<file path="config.mk">
export PLATFORM = sky130hd
export DESIGN_NAME = slow_pulse_arbiter
export DESIGN_NICKNAME = d
export VERILOG_FILES = /design/src/rtl/slow_pulse_arbiter_pkg.sv /design/src/rtl/slow_pulse_arbiter_sync.sv /design/src/rtl/slow_pulse_arbiter.sv
export SDC_FILE = /design/constraint.sdc
export NUM_CORES = 1
export LEC_CHECK = 0
export ABC_AREA = 1
export CAP_MARGIN = 10
export CORE_UTILIZATION = 46
export DETAILED_ROUTE_END_ITERATION = 6
export PLACE_DENSITY = 0.82
export SYNTH_ARGS = -nofsm -noshare
export SYNTH_HDL_FRONTEND = slang
export SYNTH_SLANG_ARGS = --single-unit
</file>
<file path="constraint.sdc">
create_clock -name fast_clk -period 1.6 [get_ports fast_clk]
set_input_delay 0.24 -clock fast_clk [delete_from_list [all_inputs] [get_ports fast_clk]]
set_output_delay 0.24 -clock fast_clk [all_outputs]
set_load 0.02 [all_outputs]
</file>
<file path="src/rtl/slow_pulse_arbiter_pkg.sv">
// Shared types and the round-robin selection helper for slow_pulse_arbiter.
// rr_pick is written over a fixed maximum width so one function serves any NUM_REQ.
package slow_pulse_arb_pkg;

    typedef enum logic {IDLE, GRANT} arb_state_t;

    localparam int MAX_REQ = 32;

    typedef struct packed {
        logic       found;
        logic [7:0] idx;
    } rr_pick_t;

    // Scan from rr_ptr+1 upward with wrap; the smallest offset that hits wins.
    function automatic rr_pick_t rr_pick(input logic [MAX_REQ-1:0] pend,
                                         input int num_req,
                                         input int rr_ptr);
        rr_pick_t r;
        int       idx;
        r = '0;
        for (int k = MAX_REQ; k >= 1; k--) begin
            if (k <= num_req) begin
                idx = rr_ptr + k;
                if (idx >= num_req) idx = idx - num_req;
                if (pend[idx[4:0]]) begin
                    r.found = 1'b1;
                    r.idx   = idx[7:0];
                end
            end
        end
        return r;
    endfunction

endpackage

</file>
<file path="src/rtl/slow_pulse_arbiter_sync.sv">
// Per-channel synchronizer chain plus rising-edge detector into fast_clk.
// evt is a one-cycle strobe taken between the last sync flop and a delay flop.
module pulse_sync_edge #(
    parameter int SYNC_STAGES = 2
) (
    input  logic fast_clk,
    input  logic rst_n,
    input  logic async_in,
    output logic evt
);

    logic [SYNC_STAGES-1:0] r_sync;
    logic                   r_dly;

    always_ff @(posedge fast_clk or negedge rst_n) begin
        if (!rst_n) begin
            r_sync <= '0;
            r_dly  <= 1'b0;
        end else begin
            r_sync <= {r_sync[SYNC_STAGES-2:0], async_in};
            r_dly  <= r_sync[SYNC_STAGES-1];
        end
    end

    assign evt = r_sync[SYNC_STAGES-1] & ~r_dly;

endmodule

</file>
<file path="src/rtl/slow_pulse_arbiter.sv">
// Collects slow-domain request pulses as pending bits and grants them one at a
// time, round-robin, to a single fast-domain consumer over valid/ready.
module slow_pulse_arbiter #(
    parameter  int NUM_REQ     = 4,
    parameter  int SYNC_STAGES = 2,
    localparam int ID_W        = $clog2(NUM_REQ)
) (
    input  logic               fast_clk,
    input  logic               rst_n,
    input  logic [NUM_REQ-1:0] slow_pulse,
    output logic               gnt_valid,
    output logic [ID_W-1:0]    gnt_id,
    input  logic               gnt_ready,
    output logic [NUM_REQ-1:0] pending,
    output logic [NUM_REQ-1:0] overflow,
    input  logic [NUM_REQ-1:0] ovf_clr
);
    import slow_pulse_arb_pkg::*;

    logic [NUM_REQ-1:0] w_evt;
    logic [NUM_REQ-1:0] w_accept;
    logic [NUM_REQ-1:0] w_pending;
    logic [NUM_REQ-1:0] w_overflow;
    logic [MAX_REQ-1:0] w_pend_ext;
    rr_pick_t           w_pick;

    arb_state_t         r_state;
    logic               r_gnt_valid;
    logic [ID_W-1:0]    r_gnt_id;
    logic [ID_W-1:0]    r_rr_ptr;

    genvar gi;
    generate
        for (gi = 0; gi < NUM_REQ; gi++) begin : g_chan
            logic r_pend_bit;
            logic r_ovf_bit;

            pulse_sync_edge #(
                .SYNC_STAGES(SYNC_STAGES)
            ) u_sync (
                .fast_clk(fast_clk),
                .rst_n   (rst_n),
                .async_in(slow_pulse[gi]),
                .evt     (w_evt[gi])
            );

            assign w_accept[gi] = r_gnt_valid & gnt_ready & (r_gnt_id == ID_W'(gi));

            // A fresh event on the cycle its predecessor is consumed simply re-arms the bit.
            always_ff @(posedge fast_clk or negedge rst_n) begin
                if (!rst_n) begin
                    r_pend_bit <= 1'b0;
                    r_ovf_bit  <= 1'b0;
                end else begin
                    if (w_evt[gi] && w_accept[gi]) begin
                        r_pend_bit <= 1'b1;
                    end else if (w_evt[gi] && r_pend_bit) begin
                        r_ovf_bit  <= 1'b1;
                    end else if (w_evt[gi]) begin
                        r_pend_bit <= 1'b1;
                    end else if (w_accept[gi]) begin
                        r_pend_bit <= 1'b0;
                    end

                    if (ovf_clr[gi] && !(w_evt[gi] && r_pend_bit && !w_accept[gi])) begin
                        r_ovf_bit <= 1'b0;
                    end
                end
            end

            assign w_pending[gi]  = r_pend_bit;
            assign w_overflow[gi] = r_ovf_bit;
        end
    endgenerate

    always_comb begin
        w_pend_ext                = '0;
        w_pend_ext[NUM_REQ-1:0]   = w_pending;
        w_pick                    = rr_pick(w_pend_ext, NUM_REQ, int'(r_rr_ptr));
    end

    always_ff @(posedge fast_clk or negedge rst_n) begin
        if (!rst_n) begin
            r_state     <= IDLE;
            r_gnt_valid <= 1'b0;
            r_gnt_id    <= '0;
            r_rr_ptr    <= ID_W'(NUM_REQ - 1);
        end else begin
            case (r_state)
                IDLE: begin
                    if (w_pick.found) begin
                        r_gnt_id    <= w_pick.idx[ID_W-1:0];
                        r_gnt_valid <= 1'b1;
                        r_state     <= GRANT;
                    end
                end
                GRANT: begin
                    if (gnt_ready) begin
                        r_gnt_valid <= 1'b0;
                        r_rr_ptr    <= r_gnt_id;
                        r_state     <= IDLE;
                    end
                end
                default: begin
                    r_gnt_valid <= 1'b0;
                    r_state     <= IDLE;
                end
            endcase
        end
    end

    assign gnt_valid = r_gnt_valid;
    assign gnt_id    = r_gnt_id;
    assign pending   = w_pending;
    assign overflow  = w_overflow;

endmodule

</file>
; After elaboration in Yosys (flattened, before gate mapping)
; Cells that the tools add are included.
[word_totals]
register_bits = 26
output_inout_bits = 11
wordCells = 157
[classes]
addsub = 8
order_cmp = 8
eq_ne = 13
mux = 50
n_bitwise = 14
reduce_logical = 44
[op_table]
columns = op, count
row1 = 2-to-1 mux 1 bit, 36
row2 = 2-to-1 mux 9 bit, 4
row3 = 2-to-1 mux 8 bit, 4
row4 = "less-than comparator 5 x 6 -> 1 bit, second input constant", 4
row5 = AND reduction 2 bit, 11
row6 = binary-select mux 1 bit (select 5 bit), 4
row7 = logical AND 1 bit, 16
row8 = "inequality test 2 bit, second input constant", 6
row9 = nonzero test 3 bit, 4
row10 = "subtractor 3 x 3 -> 4 bit, second input constant", 3
row11 = bitwise AND 1 bit, 9
row12 = "greater-or-equal comparator 3 bit, second input constant", 3
row13 = logical NOT 1 bit, 8
row14 = "inequality test 2 x 1 -> 1 bit, second input constant", 4
row15 = nonzero test 2 bit, 4
row16 = "adder 2 x 2 -> 3 bit, second input constant", 2
row17 = NOT 1 bit, 5
row18 = "subtractor 4 x 3 -> 5 bit, second input constant", 1
row19 = "adder 2 x 3 -> 4 bit, second input constant", 1
row20 = "== test 2 bit, second input constant", 2
row21 = "greater-or-equal comparator 4 x 3 -> 1 bit, second input constant", 1
row22 = case mux 1 bit (2 select lines), 2
row23 = "adder 2 x 1 -> 3 bit, second input constant", 1
row24 = "== test 2 x 1 -> 1 bit, second input constant", 1
row25 = logical NOT 2 bit, 1

; Logic depth before layout (Yosys ltp)
; Gate-level depths: netlist of run 1.
[depth]
depth_word = 11
depth_mapped = 11
ltp_nobuf = 11

; By module
; From an unflattened synthesis of run 1, not the netlist that was laid out.
[unflattened]
cells_unflattened = 136
hier_area_um2 = 1239.9
[by_module_without_submodules]
columns = module, instances, cells_each, area_each_um2, seq_area_each_um2
row1 = slow_pulse_arbiter, 1, 116, 899.6, 352.8
row2 = pulse_sync_edge, 4, 5, 85.1, 75.1

; Least setup slack after synthesis of run 1
; Ideal clock, no wire load.
[synth_path]
kind = register to register
start = register r_rr_ptr[0]
end = register r_gnt_id[0], in the netlist gnt_id[0]
setup_time_ns = 0.118
arrival_ns = 1.625
t_required_ns = 1.482
path_slack_ns = -0.142
stages_incl_launch_ff = 11
path_buffers = 0
synth_period_minus_slack_ns = 1.742
cell_sequence = dfstp_2 -> inv_2 -> ha_1 -> inv_1 -> nand3_1 -> nand3_1 -> nand2b_1 -> nand2_1 -> nand2_1 -> nand3b_1 -> nand2_1
[synth_between]
elab_chain_cells = 10
elab_cells_between_ends = 29
[synth_lines]
columns = item, line
row1 = "start, declared", slow_pulse_arbiter.sv:30  ; logic [ID_W-1:0] r_rr_ptr;
row2 = "start signal, assigned", slow_pulse_arbiter.sv:87  ; r_rr_ptr <= ID_W'(NUM_REQ - 1);
row3 = "start signal, assigned", slow_pulse_arbiter.sv:100  ; r_rr_ptr <= r_gnt_id;
row4 = adder 2 x 3 -> 4 bit, slow_pulse_arbiter_pkg.sv:23  ; idx = rr_ptr + k;
row5 = subtractor 4 x 3 -> 5 bit or greater-or-equal comparator 4 x 3 -> 1 bit (tied branches), slow_pulse_arbiter_pkg.sv:24  ; if (idx >= num_req) idx = idx - num_req;
row6 = 2-to-1 mux 8 bit, slow_pulse_arbiter_pkg.sv:24
row7 = binary-select mux 1 bit (select 5 bit), slow_pulse_arbiter_pkg.sv:25  ; if (pend[idx[4:0]]) begin
row8 = 2-to-1 mux 1 bit (implied by the code), slow_pulse_arbiter_pkg.sv:25
row9 = 2-to-1 mux 9 bit (3 in a row), slow_pulse_arbiter_pkg.sv:25
row10 = 2-to-1 mux 9 bit (*), slow_pulse_arbiter_pkg.sv:25
row11 = AND reduction 2 bit (no source line), -
row12 = "end signal, assigned", slow_pulse_arbiter.sv:92  ; r_gnt_id <= w_pick.idx[ID_W-1:0];
row13 = "end, declared", slow_pulse_arbiter.sv:29  ; logic [ID_W-1:0] r_gnt_id;
; Every way passes the cells marked *; elsewhere a longest branch is shown, timed or not. The select of a mux whose other input is x is not followed.
; A chain may end at the register's enable or synchronous reset.

; Final worst setup path of run 1
[layout_path]
start = register r_rr_ptr[1]
end = register r_gnt_id[0], in the netlist gnt_id[0]
; The elaborated chain is that of the path after synthesis.

==> results of run 1 <==
[logic make-up (layout without fill, tap and decap cells)]
kind of cell               count (synthesis)  count (layout)  synth area share, %
buffers and inverters                     32              57                 12.3
AOI/OAI and AO/OA                         13              13                 6.58
and+or+nand+nor                           56              56                 22.3
DFF                                       26              26                 53.6
adders and majority gates                  5               5                 5.14
[sequential cells by signal, indices dropped and copies added (netlist names)]
register / count
r_rr_ptr: 2
g_chan.u_sync.r_dly: 4
g_chan.r_ovf_bit: 4
r_state: 1
g_chan.r_pend_bit: 4
g_chan.u_sync.r_sync: 8
gnt_id: 2
gnt_valid: 1
[worst max path at each step]
stage / end / slack (ns) / depth (start not counted)
6_report: gnt_id[0]$_DFFE_PN0P_ / 0.0003 / 10
3_3_place_gp: gnt_id[1]$_DFFE_PN0P_ / 0.02 / 10
2_1_floorplan: gnt_id[0]$_DFFE_PN0P_ / -0.001 / 10
4_1_cts: gnt_id[0]$_DFFE_PN0P_ / -0.01 / 10
3_5_place_dp: gnt_id[0]$_DFFE_PN0P_ / -0.03 / 8
5_1_grt: gnt_id[0]$_DFFE_PN0P_ / -0.11 / 10
[power by group]
part,internal (mW),switching (mW),leakage [nW]
registers,0.843,0.167,0.296
logic,0.806,1.01,0.493
clock network,0.254,0.186,0.0279
total,1.90,1.36,0.816
[layout make-up]
type	instances	share of cell area, %
sequential	26	40.9
multi-input combinational	74	30.0
timing repair buffer	29	17.6
inverter	24	5.80
tap	30	2.35
clock inverter	1	1.88
clock buffer	3	1.41
[layer usage]
layer  wire length [um]  vias to the layer above
li1                   -                      466
met1                938                      447
met2               1130                       25
met3                 74                        7
met4                 39                        0
met5                  0                        -
[timing repair]
item                                    in CTS  in global routing
endpoints found under the setup margin       8                  5
resized for setup                            7                  9
pin swaps                                    4                  4
buffers inserted                             3                  0
[through the flow]
stage / utilization, % / hold slack (ns) / worst slack [ns]
final: 63.8 / 0.197 / 0.000288
after global routing: 63.8 / 0.220 / -0.113
after CTS: 62.6 / 0.206 / -0.0141
after detailed placement: 59.9 / 0.338 / -0.0266
after global placement: 59.9 / 0.334 / 0.0243
after floorplan: - / -0.0556 / -0.00119
[cell usage in the layout, fill, tap and decap left out, types with 2 or more instances in the layout]
master	n
inv_2	2
buf_4	6
dfstp_2	2
a22o_1	4
dlygate4sd2_1	6
ha_1	3
nor2_2	2
nand3_1	10
clkdlybuf4s50_1	14
nand2_1	24
inv_1	21
nand2_2	3
nand3_2	8
nand4_1	4
clkbuf_4	3
dfrtp_1	24
o21ai_0	7
nor2_1	2
[critical path, cell delays in order, from the launching register on]
cell	delay (ns)
dfstp_2	0.57
buf_4	0.12
ha_2	0.17
nor2_2	0.04
nand3_2	0.07
nand2_1	0.06
nor2_1	0.11
nand3_2	0.12
nand2_4	0.10
nand3b_1	0.11
nand2_1	0.05
==> results.txt, run 1 <==
hold_buf cts - 0
Initial Util - 48.7%
Die Height - 53.4 um
Max Transition Viols Final - 0
outcome - finished clean
cell row count - 18
total chip power - 3.26 mW
global routing met3 resource utilization - 2.59%
gpl congestion - 0.858
I/O Pins - 22
total core area - 2500 um2
endpoints failing setup - 0
via count - 945
post-synth top area share - 49.3%
max cap viols - 0
number of synthesized flops with an enable pin - 0
Fmax - 0.625 GHz
commonest register cell after synthesis - dfrtp_1
first-pass GRT wire length - 3.42 mm
min-delay worst type - in -> async
WL per Instance - 11.7 um
worst-skew pair later-pin latency - 0.32 ns
Power Dens Cells - 2050 nW/um2
CP Data Required Time - 1.83 ns
met2 GRT Util - 30.2%
FF-to-FF path depth - 10
DR pass1 iterations - 4
DR DRC count - 0
Synth Net Count - 148
WP data arrival - 1.83 ns
chip width - 53.4 um
main area contributors after synthesis - dfrtp_1, nand2_1, inv_1
Post-DP Area - 1500 um2
CP startpoint - r_rr_ptr[1]$_DFFE_PN1P_
CP Max Fanout - 6
fin crit period - 1.60 ns
average size of a mapped cell - 9.22 um2
largest area contributor in the netlist - dfrtp_1
Final period util - 100%
P&R area growth vs syn - 31.0%
I/O Buffers - 21
Final Hold Fails - 0
max_slew headroom - 72.6%
Clock Sink Count - 26
setup TNS - 0 ns
hpwl dp - 1.74 mm
asr flop ratio synth - 100%
gr ovfl total - 0
mapped cell area - 1220 um2
WL final - 2.18 mm
most common cell in the netlist - nand2_1
met1 GRT Util - 20.0%
Root Buffer - clkbuf_4
Crit. End Element - flop
number of synthesized register bits - 26
Netlist cell types - 17
Overall Global Routing Usage - 16.8%
initial antenna violation count - 0
most used routing layer - met2
Reg area - 653 um2
ANT nets after route - 0
Syn Inst Count - 132
Post-Layout Inst Area - 1600 um2
DR iter-0 viols - 18
crit start category - flop
cell count after placement - 180
Avg Vias per Cell - 5.05
CTS max path bufs - 2
die area - 2860 um2
vias in the first global route - 855
Layout Skew - 0.00164 ns
CTS tree - done
largest net degree at the start of global routing - 20
Worst-path clk slew - 0.13 ns
# fillers - 185
RSZ-0062 raised after global routing - yes
r2r endpoint - gnt_id[0]$_DFFE_PN0P_
critical path class - reg -> reg
reg2reg start - r_rr_ptr[1]$_DFFE_PN1P_
YS warnings - 0
post-route insts no fill - 187
reg2reg setup slack - 0.0003 ns
H-tree level count - 1
Num CTS Buffers - 3
Leak - 0.816 nW
maximum vdd drop - 1.36 mV
share of layout cells above drive strength 1 - 22.3%
# nets final - 174
antenna cells - 0
Worst Tran Pin Value - 0.410 ns
top cells by count, synth - nand2_1, dfrtp_1, inv_1
multi-input combinational cell area - 478 um2
post-synthesis sequential area ratio - 53.6%
(Power assumes the default switching activity.)
==> run 2, diff against run 1 <==
--- a/config.mk
+++ b/config.mk
@@ -8,6 +8,7 @@
 export ABC_AREA = 1
 export CAP_MARGIN = 10
 export CORE_UTILIZATION = 46
+export CTS_CLUSTER_SIZE = 30
 export DETAILED_ROUTE_END_ITERATION = 6
 export PLACE_DENSITY = 0.82
 export SYNTH_ARGS = -nofsm -noshare
==> results of run 2 <==
No change in the layout: final DEF, timing and power equal those of run 1.
